## src/rtl/spwm_pkg.sv

```systemverilog
// Shared definitions for the three-phase sinusoidal PWM modulator.
//   - Default values for DATA_W, CARRIER_MAX and DEAD_CYCLES
//   - Per-phase gate FSM state type
//   - Phase index constants (A/B/C) used for the gate bit ordering
package spwm_pkg;

  localparam int DATA_W_DEF      = 8;
  localparam int CARRIER_MAX_DEF = 254;
  localparam int DEAD_CYCLES_DEF = 4;

  typedef enum logic [1:0] {
    ST_OFF  = 2'd0,
    ST_DEAD = 2'd1,
    ST_HI   = 2'd2,
    ST_LO   = 2'd3
  } phase_state_e;

  localparam int PH_A = 0;
  localparam int PH_B = 1;
  localparam int PH_C = 2;

endpackage

```

## src/rtl/spwm_deadtime.sv

```systemverilog
// Single-phase gate generator: turns the raw carrier-compare bit of one
// phase into complementary high/low-side gate signals.
//
// Build option SPWM_DEADTIME_EN:
//   defined   - OFF/DEAD/HI/LO state machine; every change of the raw
//               compare passes through DEAD_CYCLES clocks with both gates
//               low, and pulses shorter than that are swallowed.
//   undefined - gates are the registered compare bit and its complement
//               (one clock latency), both low while disabled.
//
// Ports:
//   clk      in   system clock
//   rst      in   synchronous active-high reset
//   enable   in   low forces both gates off on the next edge
//   raw      in   carrier compare result for this phase
//   gate_hi  out  high-side gate (registered)
//   gate_lo  out  low-side gate (registered)
module spwm_deadtime
  import spwm_pkg::*;
#(
  parameter int DEAD_CYCLES = DEAD_CYCLES_DEF
) (
  input  logic clk,
  input  logic rst,
  input  logic enable,
  input  logic raw,
  output logic gate_hi,
  output logic gate_lo
);

  if (DEAD_CYCLES < 1) begin : g_bad_dead
    $error("spwm_deadtime: DEAD_CYCLES must be >= 1");
  end

`ifdef SPWM_DEADTIME_EN

  localparam int CNT_W = (DEAD_CYCLES > 1) ? $clog2(DEAD_CYCLES) : 1;
  localparam logic [CNT_W-1:0] CNT_LAST = CNT_W'(DEAD_CYCLES - 1);

  phase_state_e     state_p1, state_nxt;
  logic             target_p1, target_nxt;
  logic [CNT_W-1:0] cnt_p1, cnt_nxt;

  always_comb begin
    state_nxt  = state_p1;
    target_nxt = target_p1;
    cnt_nxt    = cnt_p1;
    case (state_p1)
      ST_OFF: begin
        if (enable) begin
          state_nxt  = ST_DEAD;
          target_nxt = raw;
          cnt_nxt    = '0;
        end
      end
      ST_DEAD: begin
        // A compare change inside the dead window restarts it, which is
        // what suppresses runt pulses.
        if (raw != target_p1) begin
          target_nxt = raw;
          cnt_nxt    = '0;
        end else if (cnt_p1 == CNT_LAST) begin
          state_nxt = target_p1 ? ST_HI : ST_LO;
          cnt_nxt   = '0;
        end else begin
          cnt_nxt = cnt_p1 + 1'b1;
        end
      end
      ST_HI: begin
        if (!raw) begin
          state_nxt  = ST_DEAD;
          target_nxt = 1'b0;
          cnt_nxt    = '0;
        end
      end
      ST_LO: begin
        if (raw) begin
          state_nxt  = ST_DEAD;
          target_nxt = 1'b1;
          cnt_nxt    = '0;
        end
      end
      default: state_nxt = ST_OFF;
    endcase
    if (!enable) begin
      state_nxt = ST_OFF;
    end
  end

  // ---- stage p1: state register and gate decode ----
  always_ff @(posedge clk) begin
    if (rst) begin
      state_p1  <= ST_OFF;
      target_p1 <= 1'b0;
      cnt_p1    <= '0;
      gate_hi   <= 1'b0;
      gate_lo   <= 1'b0;
    end else begin
      state_p1  <= state_nxt;
      target_p1 <= target_nxt;
      cnt_p1    <= cnt_nxt;
      gate_hi   <= (state_nxt == ST_HI);
      gate_lo   <= (state_nxt == ST_LO);
    end
  end

`else

  // ---- stage p1: registered compare, complementary gates ----
  always_ff @(posedge clk) begin
    if (rst) begin
      gate_hi <= 1'b0;
      gate_lo <= 1'b0;
    end else begin
      gate_hi <= enable & raw;
      gate_lo <= enable & ~raw;
    end
  end

`endif

endmodule

```

## src/rtl/spwm_three_phase.sv

```systemverilog
// Three-phase sinusoidal PWM modulator. Compares three modulating waves
// against a shared symmetric triangle carrier and drives complementary
// gate pairs for a three-phase bridge through per-phase gate generators.
// Modulating samples are latched at the carrier valley so mid-period
// input changes cannot disturb the gates.
//
// Build option SPWM_DEADTIME_EN: enables dead-time insertion in
// spwm_deadtime; without it the gates are plain complementary PWM.
//
// Ports:
//   clk          in   system clock
//   rst          in   synchronous active-high reset
//   enable       in   run modulator; low holds carrier at 0, gates off
//   mod_a/b/c    in   unsigned modulating samples (DATA_W)
//   gate_hi[2:0] out  high-side gates, [0]=A [1]=B [2]=C
//   gate_lo[2:0] out  low-side gates, same ordering
//   carrier      out  current triangle value
//   period_tick  out  high while enabled and carrier is at the valley
module spwm_three_phase
  import spwm_pkg::*;
#(
  parameter int DATA_W      = DATA_W_DEF,
  parameter int CARRIER_MAX = CARRIER_MAX_DEF,
  parameter int DEAD_CYCLES = DEAD_CYCLES_DEF
) (
  input  logic              clk,
  input  logic              rst,
  input  logic              enable,
  input  logic [DATA_W-1:0] mod_a,
  input  logic [DATA_W-1:0] mod_b,
  input  logic [DATA_W-1:0] mod_c,
  output logic [2:0]        gate_hi,
  output logic [2:0]        gate_lo,
  output logic [DATA_W-1:0] carrier,
  output logic              period_tick
);

  localparam logic [DATA_W-1:0] TOP_M1 = DATA_W'(CARRIER_MAX - 1);

  function automatic logic above_carrier(input logic [DATA_W-1:0] level,
                                         input logic [DATA_W-1:0] carr);
    return level > carr;
  endfunction

  logic [DATA_W-1:0] carrier_p0;
  logic              dir_up_p0;
  logic [DATA_W-1:0] mod_in [3];
  logic [DATA_W-1:0] shadow_p0 [3];
  logic [2:0]        raw_p0;
  logic              valley_p0;

  assign mod_in[PH_A] = mod_a;
  assign mod_in[PH_B] = mod_b;
  assign mod_in[PH_C] = mod_c;

  assign valley_p0 = (carrier_p0 == '0);

  // ---- stage p0: carrier counter and valley-latched shadows ----
  always_ff @(posedge clk) begin
    if (rst || !enable) begin
      carrier_p0 <= '0;
      dir_up_p0  <= 1'b1;
    end else if (dir_up_p0) begin
      carrier_p0 <= carrier_p0 + 1'b1;
      if (carrier_p0 == TOP_M1) begin
        dir_up_p0 <= 1'b0;
      end
    end else begin
      carrier_p0 <= carrier_p0 - 1'b1;
      if (carrier_p0 == DATA_W'(1)) begin
        dir_up_p0 <= 1'b1;
      end
    end
  end

  always_ff @(posedge clk) begin
    for (int i = 0; i < 3; i++) begin
      if (rst) begin
        shadow_p0[i] <= '0;
      end else if (valley_p0 || !enable) begin
        shadow_p0[i] <= mod_in[i];
      end
    end
  end

  always_comb begin
    raw_p0 = '0;
    for (int i = 0; i < 3; i++) begin
      raw_p0[i] = above_carrier(shadow_p0[i], carrier_p0);
    end
  end

  // ---- stage p1: per-phase gate generation ----
  for (genvar g = 0; g < 3; g++) begin : g_phase
    spwm_deadtime #(
      .DEAD_CYCLES(DEAD_CYCLES)
    ) u_dt (
      .clk     (clk),
      .rst     (rst),
      .enable  (enable),
      .raw     (raw_p0[g]),
      .gate_hi (gate_hi[g]),
      .gate_lo (gate_lo[g])
    );
  end

  assign carrier     = carrier_p0;
  assign period_tick = !rst && enable && valley_p0;

endmodule
```

## config.mk

```make
export PLATFORM = sky130hd
export DESIGN_NAME = spwm_three_phase
export DESIGN_NICKNAME = d
export VERILOG_FILES = /design/src/rtl/spwm_pkg.sv /design/src/rtl/spwm_deadtime.sv /design/src/rtl/spwm_three_phase.sv
export SDC_FILE = /design/constraint.sdc
export NUM_CORES = 1
export LEC_CHECK = 0
export CAP_MARGIN = 20
export CORE_AREA = 2 2 89 91
export CTS_CLUSTER_SIZE = 10
export DETAILED_ROUTE_END_ITERATION = 16
export DIE_AREA = 0 0 91 93
export HOLD_SLACK_MARGIN = 0.15
export PLACE_DENSITY_LB_ADDON = 0.12
export SLEW_MARGIN = 20
export SYNTH_ARGS = -nofsm -noshare
export SYNTH_HDL_FRONTEND = slang
export SYNTH_HIERARCHICAL = 1
export SYNTH_SLANG_ARGS = --single-unit
```

## constraint.sdc

```tcl
create_clock -name clk -period 3.08 [get_ports clk]
set_input_delay 0.462 -clock clk [delete_from_list [all_inputs] [get_ports clk]]
set_output_delay 0.462 -clock clk [all_outputs]
set_load 0.01 [all_outputs]
```

==> results by group, run 1 <==
Worst hold path
  – HP Class: register to register

Logic synthesis
  – Post-synth cell types: 34
  – Synthesized instance count: 189
  – Area share of the leading cell type in the synthesized netlist: 33.1%
  – Number of warnings reported in the yosys synthesis log: 6
  – Mapped Area: 2180 µm²
  – Syn_area_per_cell: 11.5 µm²
  – Area contributors post-synth: sky130_fd_sc_hd__edfxtp_1 (33%), sky130_fd_sc_hd__ha_1 (16%), sky130_fd_sc_hd__dfxtp_1 (14%)
  – Proportion of synthesized chip area in sequential cells: 46.9%
  – Number of synthesized register bits: 39
  – Library cell with the largest summed area after synthesis: sky130_fd_sc_hd__edfxtp_1
  – Net count of the mapped netlist: 244

Floorplanning
  – Number of rows in the core area: 32
  – Die Outline Area: 8460 µm²
  – Core Footprint: 7530 µm²
  – Top Ports: 42
  – Die height: 93 µm
  – Die span in x: 91 µm
  – Initial core utilization: 28.9%

Routing
  – Metal3 WL: 177 µm
  – Routed WL: 4160 µm
  – Vias per std cell: 4.29
  – Via count: 1,440
  – Routed met2 length: 1930 µm
  – Highest metal layer used by the detailed router: met4
  – Post-route met1 wirelength: 2020 µm
  – Drt drc: 0
  – Drt pass-1 iters: 4
  – Antenna viol nets, final: 0
  – DR iter-0 viols: 51
  – Avg WL per Cell: 12.4 µm

Setup path
  – Endpoint type of the worst setup path: primary output
  – Type of the worst setup path: register to primary output
  – Standard cell with the maximum stage delay on the critical path: sky130_fd_sc_hd__or4_4
  – Sequence of cells on the critical path: or4_4 > or4b_4 > nor2_1 > clkdlybuf4s50_1
  – Max incr delay on CP: 0.58 ns
  – Launching element type of the critical path: register
  – Data required time at the worst endpoint: 2.62 ns
  – Critical Path Fanout Max: 9
  – Data arrival time at the worst-slack endpoint: 2.45 ns

CTS
  – Quantity of hold-fixing buffers added after cts: 0
  – Clock latency on the worst-skew pair: 0.28 ns
  – H-tree depth: 2
  – Post-CTS sizing: 0
  – Post CTS Setup Buffer Count: 0
  – TritonCTS sink count: 39
  – Max Buffers Root-to-Sink: 2
  – Clk pin slew, worst setup/hold paths: 0.07 ns
  – Cell at the root of the clock tree: sky130_fd_sc_hd__clkbuf_8
  – Number of buffers inserted during clock tree synthesis: 5
  – Clock tree from TritonCTS: done

Timing
  – Final setup violating endpoints: 0
  – Final hold violation count: 0
  – Max Freq: 343 MHz
  – Tmin final: 2.91 ns
  – Setup tns final: 0 ns
  – Clock tree skew after final layout: 0.00362 ns
  – Fin crit share: 94.6%
  – Unrepaired setup endpoints after global routing: false
  – Worst slew margin: 69.9%
  – Actual slew at the worst max-slew pin: 0.450 ns
  – Max-slew violation count: 0

Layout
  – Ratio of cells with drive above 1 in the final layout: 15.0%
  – Footprint of the multi-input gates: 1070 µm²
  – Diodes inserted: 0
  – Most frequent standard cell in the layout excluding fill and tap cells: sky130_fd_sc_hd__clkdlybuf4s50_1
  – Nets@finish: 288
  – Count of fill cells added during filler insertion: 793
  – Highest-count cells in the layout ignoring fill and taps: sky130_fd_sc_hd__clkdlybuf4s50_1 (41), sky130_fd_sc_hd__ha_1 (28), sky130_fd_sc_hd__edfxtp_1 (24), sky130_fd_sc_hd__and2_2 (19), sky130_fd_sc_hd__dfxtp_1 (15)
  – Growth of design area from synthesis to finish: 27.0%
  – Sequential Area: 1020 µm²

Run
  – Number of maximum-capacitance violations: 0

Global routing
  – Vias in the first global route: 1,424
  – Antenna violations before repair: 0
  – Pin count of the biggest net entering global routing: 25
  – Overall Global Routing Usage: 10.6%
  – Leftover overflow at the end of global routing: 0
  – First-pass GRT wire length: 6910 µm

Power
  – Final Total Pwr: 1.12 mW
  – Pwr per Cell Area: 404 nW/µm²
  – Peak VDD IR: 0.162 mV
  – Reported leakage power: 1.07 nW

Place
  – Count of buffers from port buffering: 41
  – Final HPWL from detailed placement: 3230 µm
  – Routability-driven placement congestion ratio: 0.767

Run status
  – Outcome: finished clean
state kept, by name, summed over array words and instances (netlist names):
signal,cells
g_phase.u_dt/gate_lo,3
shadow_p0,24
g_phase.u_dt/gate_hi,3
carrier,8
dir_up_p0,1
report_power, final:
| part | switching (mW) | internal, mW | leakage [nW] | total, mW |
|---|---|---|---|---|
| Clock | 0.168 | 0.154 | 0.0403 | 0.323 |
| Sequential | 0.0135 | 0.591 | 0.397 | 0.604 |
| Combinational | 0.0790 | 0.110 | 0.628 | 0.189 |
| Total | 0.261 | 0.855 | 1.07 | 1.12 |
cell usage after synthesis (all sizes together):
master	n
nand2b	1
nand4	6
o31a	3
o211ai	1
buf	3
or4	2
xor2	1
or4b	2
a21boi	3
nand2	6
o22ai	3
a211oi	3
and2	27
nor2b	4
or2	2
and4	3
clkbuf	3
mux2i	1
nor3b	3
edfxtp	24
dfxtp	15
xnor2	6
ha	28
nand3	1
inv	11
o21ai	7
nor2	12
a21oi	4
nor3	1
and3b	3
per-layer routing:
layer	vias up	global-route usage [%]
met5	-	0
met4	0	3.41
met3	5	3.22
met2	27	17.3
met1	646	13.5
li1	762	-
cell families after synthesis:
| group | after synthesis | synth area share, % |
|---|---|---|
| simple gates | 73 | 22.2 |
| flops | 39 | 46.9 |
| fa+ha+maj | 28 | 16.1 |
| compound gates | 24 | 7.53 |
| buf+inv | 17 | 3.97 |
| xor+xnor | 7 | 2.82 |
| mux | 1 | 0.460 |
critical path: cells and delay by family, from the launching register on:
| family | cells | cell delay, ns |
|---|---|---|
| buf+inv | 1 | 0.55 |
| flops | 1 | 0.39 |
| simple gates | 3 | 1.23 |
final timing paths:
check	to	from	depth (start not counted)	slack [ns]
max	period_tick	carrier[3]$_SDFF_PP0_	4	0.17
min	carrier[0]$_SDFF_PP0_	carrier[0]$_SDFF_PP0_	1	0.62
max reg2reg	shadow_p0[2][3]$_SDFFCE_PN0P_	carrier[3]$_SDFF_PP0_	4	0.80
min reg2reg	carrier[0]$_SDFF_PP0_	carrier[0]$_SDFF_PP0_	1	0.62
metrics by stage:
stage                     setup slack, ns  area [µm²]  instances  util [%]  hold slack [ns]
after global placement              0.467        2690        328      35.7            0.571
after detailed placement            0.470        2690        328      35.7            0.592
after global routing               0.0664        2770        336      36.7            0.643
after CTS                           0.144        2770        336      36.7            0.618
final                               0.168        2770        336      36.7            0.619
after floorplan                     0.619        2180        189         -            0.533
final cells by class:
type	instances	area share, %
flip-flops and latches	39	36.9
repair buffers	43	15.4
multi-input cells	133	38.7
clock inverters	2	0.271
clock buffers	6	2.62
inverters	11	1.49
well taps	102	4.62
Power figures use the tool's default switching activity.
==> inputs of run 2 (changes only) <==
--- a/config.mk
+++ b/config.mk
@@ -10,7 +10,6 @@
 export CTS_CLUSTER_SIZE = 10
 export DETAILED_ROUTE_END_ITERATION = 16
 export DIE_AREA = 0 0 91 93
-export HOLD_SLACK_MARGIN = 0.15
 export PLACE_DENSITY_LB_ADDON = 0.12
 export SLEW_MARGIN = 20
 export SYNTH_ARGS = -nofsm -noshare
==> results of run 2 <==
The final DEF is identical to that of run 1; final timing and power are the same.
